===== src/rtl/uart_boot_loader.sv =====
// UART boot loader: parses a framed program image from the UART byte stream, packs it
// into 16-bit words, writes them to SDRAM and holds the CPU in reset until a good frame.
`timescale 1ns/1ps
module uart_boot_loader #(
  parameter logic [15:0] TIMEOUT = 16'd50000,
  parameter logic [7:0]  SYNC    = 8'h55
) (
  input  logic        clk,
  input  logic        rst,
  input  logic        boot_en,
  input  logic [7:0]  rx_data,
  input  logic        rx_valid,
  output logic [23:0] ram_addr,
  output logic [15:0] ram_wr_data,
  output logic        ram_wr_en,
  input  logic        ram_busy,
  output logic        cpu_hold,
  output logic        loader_active,
  output logic        done,
  output logic [1:0]  error
);

  typedef enum logic [3:0] {
    S_IDLE, S_ADDR, S_LEN, S_DATA_LO, S_DATA_HI, S_CSUM, S_DRAIN, S_DONE, S_ERROR
  } state_t;

  localparam logic [1:0] ERR_CSUM    = 2'd1;
  localparam logic [1:0] ERR_TIMEOUT = 2'd2;
  localparam logic [1:0] ERR_OVERRUN = 2'd3;

  state_t      state;
  logic [1:0]  byte_cnt;
  logic [23:0] base_addr;
  logic [15:0] word_cnt;
  logic [15:0] word_idx;
  logic [15:0] tmo_cnt;
  logic [7:0]  sum;
  logic [7:0]  data_lo;
  logic        csum_ok;

  logic [7:0] sum_next;
  logic       wr_accept;
  logic       wr_stall;
  logic       receiving;
  logic       timed_out;
  logic       start;

  always_comb begin
    sum_next  = sum + rx_data;
    wr_accept = ram_wr_en & ~ram_busy;
    wr_stall  = ram_wr_en & ram_busy;
    receiving = state inside {S_ADDR, S_LEN, S_DATA_LO, S_DATA_HI, S_CSUM};
    timed_out = receiving && !rx_valid && (tmo_cnt == TIMEOUT - 16'd1);
    start     = rx_valid && (rx_data == SYNC) &&
                ((state == S_IDLE) ? boot_en : (state == S_DONE || state == S_ERROR));
  end

  always_ff @(posedge clk) begin
    if (rst) begin
      state         <= S_IDLE;
      byte_cnt      <= 2'd0;
      base_addr     <= 24'd0;
      word_cnt      <= 16'd0;
      word_idx      <= 16'd0;
      tmo_cnt       <= 16'd0;
      sum           <= 8'd0;
      data_lo       <= 8'd0;
      csum_ok       <= 1'b0;
      ram_addr      <= 24'd0;
      ram_wr_data   <= 16'd0;
      ram_wr_en     <= 1'b0;
      cpu_hold      <= 1'b1;
      loader_active <= 1'b0;
      done          <= 1'b0;
      error         <= 2'd0;
    end else begin
      // NOTE: non-blocking assignments; a later assignment to ram_wr_en in this block
      // (a freshly completed word) overrides the acceptance clear below.
      if (wr_accept) ram_wr_en <= 1'b0;
      if (receiving) begin
        tmo_cnt <= rx_valid ? 16'd0 : tmo_cnt + 16'd1;
        if (rx_valid) sum <= sum_next;
      end

      if (timed_out) begin
        state         <= S_ERROR;
        error         <= ERR_TIMEOUT;
        loader_active <= 1'b0;
      end else begin
        case (state)
          S_IDLE, S_DONE, S_ERROR: begin
            if (state == S_IDLE) cpu_hold <= boot_en;
            if (start) begin
              state         <= S_ADDR;
              byte_cnt      <= 2'd0;
              sum           <= 8'd0;
              tmo_cnt       <= 16'd0;
              error         <= 2'd0;
              done          <= 1'b0;
              cpu_hold      <= 1'b1;
              loader_active <= 1'b1;
            end
          end
          S_ADDR: if (rx_valid) begin
            base_addr[{byte_cnt, 3'b000} +: 8] <= rx_data;
            if (byte_cnt == 2'd2) begin
              byte_cnt <= 2'd0;
              state    <= S_LEN;
            end else begin
              byte_cnt <= byte_cnt + 2'd1;
            end
          end
          S_LEN: if (rx_valid) begin
            if (byte_cnt == 2'd0) begin
              word_cnt[7:0] <= rx_data;
              byte_cnt      <= 2'd1;
            end else begin
              word_cnt[15:8] <= rx_data;
              word_idx       <= 16'd0;
              state          <= ({rx_data, word_cnt[7:0]} == 16'd0) ? S_CSUM : S_DATA_LO;
            end
          end
          S_DATA_LO: if (rx_valid) begin
            data_lo <= rx_data;
            state   <= S_DATA_HI;
          end
          S_DATA_HI: if (rx_valid) begin
            // A word completing while its predecessor is still stalled is an overrun;
            // the stalled write is left to finish on its own.
            if (wr_stall) begin
              state         <= S_ERROR;
              error         <= ERR_OVERRUN;
              loader_active <= 1'b0;
            end else begin
              ram_wr_en   <= 1'b1;
              ram_addr    <= base_addr + {8'd0, word_idx};
              ram_wr_data <= {rx_data, data_lo};
              word_idx    <= word_idx + 16'd1;
              state       <= (word_idx + 16'd1 == word_cnt) ? S_CSUM : S_DATA_LO;
            end
          end
          S_CSUM: if (rx_valid) begin
            csum_ok <= (sum_next == 8'd0);
            if (wr_stall) begin
              state <= S_DRAIN;
            end else begin
              state         <= (sum_next == 8'd0) ? S_DONE : S_ERROR;
              done          <= (sum_next == 8'd0);
              cpu_hold      <= (sum_next != 8'd0);
              error         <= (sum_next == 8'd0) ? 2'd0 : ERR_CSUM;
              loader_active <= 1'b0;
            end
          end
          S_DRAIN: if (!wr_stall) begin
            state         <= csum_ok ? S_DONE : S_ERROR;
            done          <= csum_ok;
            cpu_hold      <= !csum_ok;
            error         <= csum_ok ? 2'd0 : ERR_CSUM;
            loader_active <= 1'b0;
          end
          default: ;
        endcase
      end
    end
  end

endmodule


===== config.mk =====
export PLATFORM = sky130hd
export DESIGN_NAME = uart_boot_loader
export DESIGN_NICKNAME = d
export VERILOG_FILES = /design/src/rtl/uart_boot_loader.sv
export SDC_FILE = /design/constraint.sdc
export NUM_CORES = 1
export LEC_CHECK = 0
export ABC_AREA = 1
export CAP_MARGIN = 20
export CORE_AREA = 2 2 111 113
export CTS_CLUSTER_DIAMETER = 80
export DETAILED_ROUTE_END_ITERATION = 8
export DIE_AREA = 0 0 113 115
export DONT_BUFFER_PORTS = 1
export PLACE_DENSITY = 0.84
export SLEW_MARGIN = 10
export SYNTH_ARGS = -nofsm -noshare
export SYNTH_HDL_FRONTEND = slang
export SYNTH_SLANG_ARGS = --single-unit

===== constraint.sdc =====
create_clock -name clk -period 4.5 [get_ports clk]
set_input_delay 0.675 -clock clk [delete_from_list [all_inputs] [get_ports clk]]
set_output_delay 0.675 -clock clk [all_outputs]
set_load 0.05 [all_outputs]

==> impl_metrics.tcl <==
set metrics [dict create \
    status "finished, violations left" \
    violations "design-rule violations" \
    routed_wl_um 21000 \
    critPathArrivalTime_ps 3070 \
    slew_viol_final 0 \
    cap_violations 0 \
    min-delay-start "rst" \
    crit_slowest_cell "dfxtp_1" \
    grt_max_degree 82 \
    fin_setup_tns_ps 0 \
    ys_async_sr_fraction 0 \
    wire_per_inst_um 15.8 \
    min_to "byte_cnt[1]" \
    cp_common_cell "inv_1" \
    synth_area_per_cell_sq_um 6.70 \
    fillers 1034 \
    max-slew-margin-rel 0.474 \
    path_buf_inv 4 \
    whs_ps 304 \
    hold_depth 1 \
    grtUsageTotal 0.337 \
    min_period_over_period 0.608 \
    place_hpwl_um 14900 \
    die_y_um 115 \
    crit_fanout 5 \
    hold_class "in -> reg" \
    clkTransAtPathRegs_ps 60 \
    cts_setup_buffers 0 \
    cts_htree_levels 4 \
    rsz0062_at_grt "false" \
    clk_latency_ps 430 \
    syn-num-nets 1232 \
    vias 7796 \
    initialDrtViolationCount 746 \
    syn-cell-area_sq_um 7960 \
    ys_seq_area_frac 0.355 \
    worstMarginPinSlew_ps 790 \
    viasPerCell 5.84 \
    power_density_nw_per_um2 313 \
    path_cells "ha_1 > inv_1 > fa_1 > inv_1 > nand2_1 > o21ai_1 > a21oi_1 > inv_1 > a21oi_1 > o21ai_1 > nand2_1 > a21oi_1 > o21ai_0 > nand2_1 > inv_1" \
    cp_slowest_stage_delay_ps 400 \
    ys_ff_latch 141 \
    dieWidth_um 113 \
    crit_type "reg -> reg" \
    grt_pass1_vias 7189 \
    ys.warnings.count 0 \
    hold_viol 0 \
    ys_types 45 \
    post-route-drc-count 2 \
    postRouteAntennaNets 0 \
    row_count 40 \
    critPathLaunchType "flip-flop" \
    core_area_sq_um 11800 \
    finClkSkew_ps 7.20 \
    clock-sinks 141 \
    regArea_sq_um 2820 \
    n_antenna_cell 0 \
    end_kind "flip-flop" \
    synth_cells 1187 \
    area_delta_synth_final_pct 7.69 \
    required_ps 4840 \
    r2r_end "ram_addr[20]" \
    multi_input_area_sq_um 4380 \
    min_period_ps 2740 \
    drive_gt1_frac 0.0631 \
    leakage_uw 0.00358 \
    io_buffers 0 \
    dr.pass1.iters 8 \
    cts_tree "built" \
    root_buffer "clkbuf_16" \
    post_cts_resized 0 \
    crit_family "compound AO/OA/AOI/OAI gates" \
    numCtsBuffers 17 \
    r2r-start "word_idx[0]" \
    peakVddDrop_mv 0.226 \
    layout.nets 1221 \
    antenna_found_initial 0 \
    io_pins 59 \
    die_area_sq_um 13000 \
    cts_hold_buf 0 \
    start_util 0.674 \
    ys.flop_type "dfxtp_1" \
    r2r_cells 15 \
    reg2reg_slack_ps 1760 \
    fmax_ghz 0.365 \
    synth_edf_count 0 \
    place.gp.congestion 0.944 \
    overflow 0 \
    setup_viol 0 \
    cts_max_path_buffers 2 \
    grt_pass1_wl_um 35100 \
]
## cells in the final DEF (no fill, tap or decap), drive strengths merged, types with 12 or more instances in the layout
cell type / count
nand2: 259
inv: 166
dfxtp: 141
a21oi: 131
nor2: 123
o21ai: 93
nand3: 68
nor3: 38
ha: 30
nand4: 25
clkbuf: 17
clkinv: 12
## synthesized netlist by cell type, drive strengths merged (2+ instances only)
cell type  instances  share of area
nand2            259           0.13
nor3b              4         0.0038
o21bai             8         0.0075
xor2               7         0.0077
xnor2              8         0.0088
nor3              38          0.025
nor4              11         0.0086
buf                9         0.0055
dfxtp            141           0.35
nand4             25          0.020
o21ai             93          0.059
o21a               5         0.0047
nor2             123          0.066
or2                5         0.0039
a31oi              5         0.0039
inv              164          0.078
clkbuf            23          0.011
nand3             68          0.043
fa                 2         0.0050
a21o               3         0.0028
ha                30          0.047
a21oi            131          0.082
o211ai            10         0.0094
nand3b             3         0.0028
a211oi             4         0.0038
## cell families (layout without fill, tap and decap cells)
| logic type | count (synthesis) | after routing | share of synthesized area |
|---|---|---|---|
| AO/OA/AOI/OAI | 263 | 263 | 0.178 |
| flip-flops | 141 | 141 | 0.355 |
| AND/OR/NAND/NOR | 538 | 538 | 0.302 |
| buffers and inverters | 197 | 199 | 0.0945 |
| XOR/XNOR | 16 | 16 | 0.0193 |
| adder cells (fa/ha/maj) | 32 | 32 | 0.0522 |
## flip-flops by register name, indices dropped and copies added (netlist names)
name,flops
ram_addr,24
done,1
sum,8
csum_ok,1
loader_active,1
base_addr,24
ram_wr_data,16
state,4
word_idx,16
cpu_hold,1
ram_wr_en,1
word_cnt,16
data_lo,8
tmo_cnt,16
byte_cnt,2
error,2
## worst reg2reg max path, cell delays in order (launching register included)
cell and delay (ps):
dfxtp_1 400, ha_1 170, inv_1 70, fa_1 350, inv_1 70, nand2_1 70, o21ai_1 240, a21oi_1 190
inv_1 140, a21oi_1 120, o21ai_1 300, nand2_1 120, a21oi_1 160, o21ai_0 130, nand2_1 80, inv_1 30
## layout make-up
type,count,area share
well taps,147,0.0215
flip-flops and latches,141,0.329
clock buffers,17,0.0496
clock inverters,15,0.0137
multi-input cells,849,0.511
repair buffers,2,0.00175
inverters,165,0.0726
## per-layer routing
| layer | GRT usage | vias up | wire length, um |
|---|---|---|---|
| met3 | 0.0875 | 61 | 1980 |
| met5 | 0 | - | 0 |
| met1 | 0.452 | 3498 | 9080 |
| met2 | 0.525 | 326 | 9330 |
| met4 | 0.132 | 0 | 642 |
| li1 | - | 3911 | - |
## metrics by stage
stage               area (sq um)  cells  power (uW)  setup slack, ps  utilization
floorplan                   7960   1187        1390             2180            -
global placement            8030   1304        1420             1990        0.679
detailed placement          8030   1304        1420             1860        0.679
CTS                         8570   1336        2680             1810        0.725
global route                8570   1336        2770             1510        0.725
finish                      8570   1336        2680             1760        0.725
## how the worst max path moves through the flow
stage	cells after the start	slack [ps]	endpoint	start
floorplan	14	2180	error[0]	rx_data[0]
global placement	14	1990	error[0]	rx_data[0]
detailed placement	15	1860	ram_addr[20]	word_idx[0]
global route	15	1510	ram_addr[20]	word_idx[0]
CTS	15	1810	ram_addr[20]	word_idx[0]
finish	15	1760	ram_addr[20]	word_idx[0]
## power breakdown
part           internal, uW  switching, uW  total, uW  leakage [uW]
registers              1260           11.1       1270       0.00114
clock network           709            578       1290      0.000264
logic                  35.8           91.5        127       0.00218
Power figures use the tool's default switching activity.
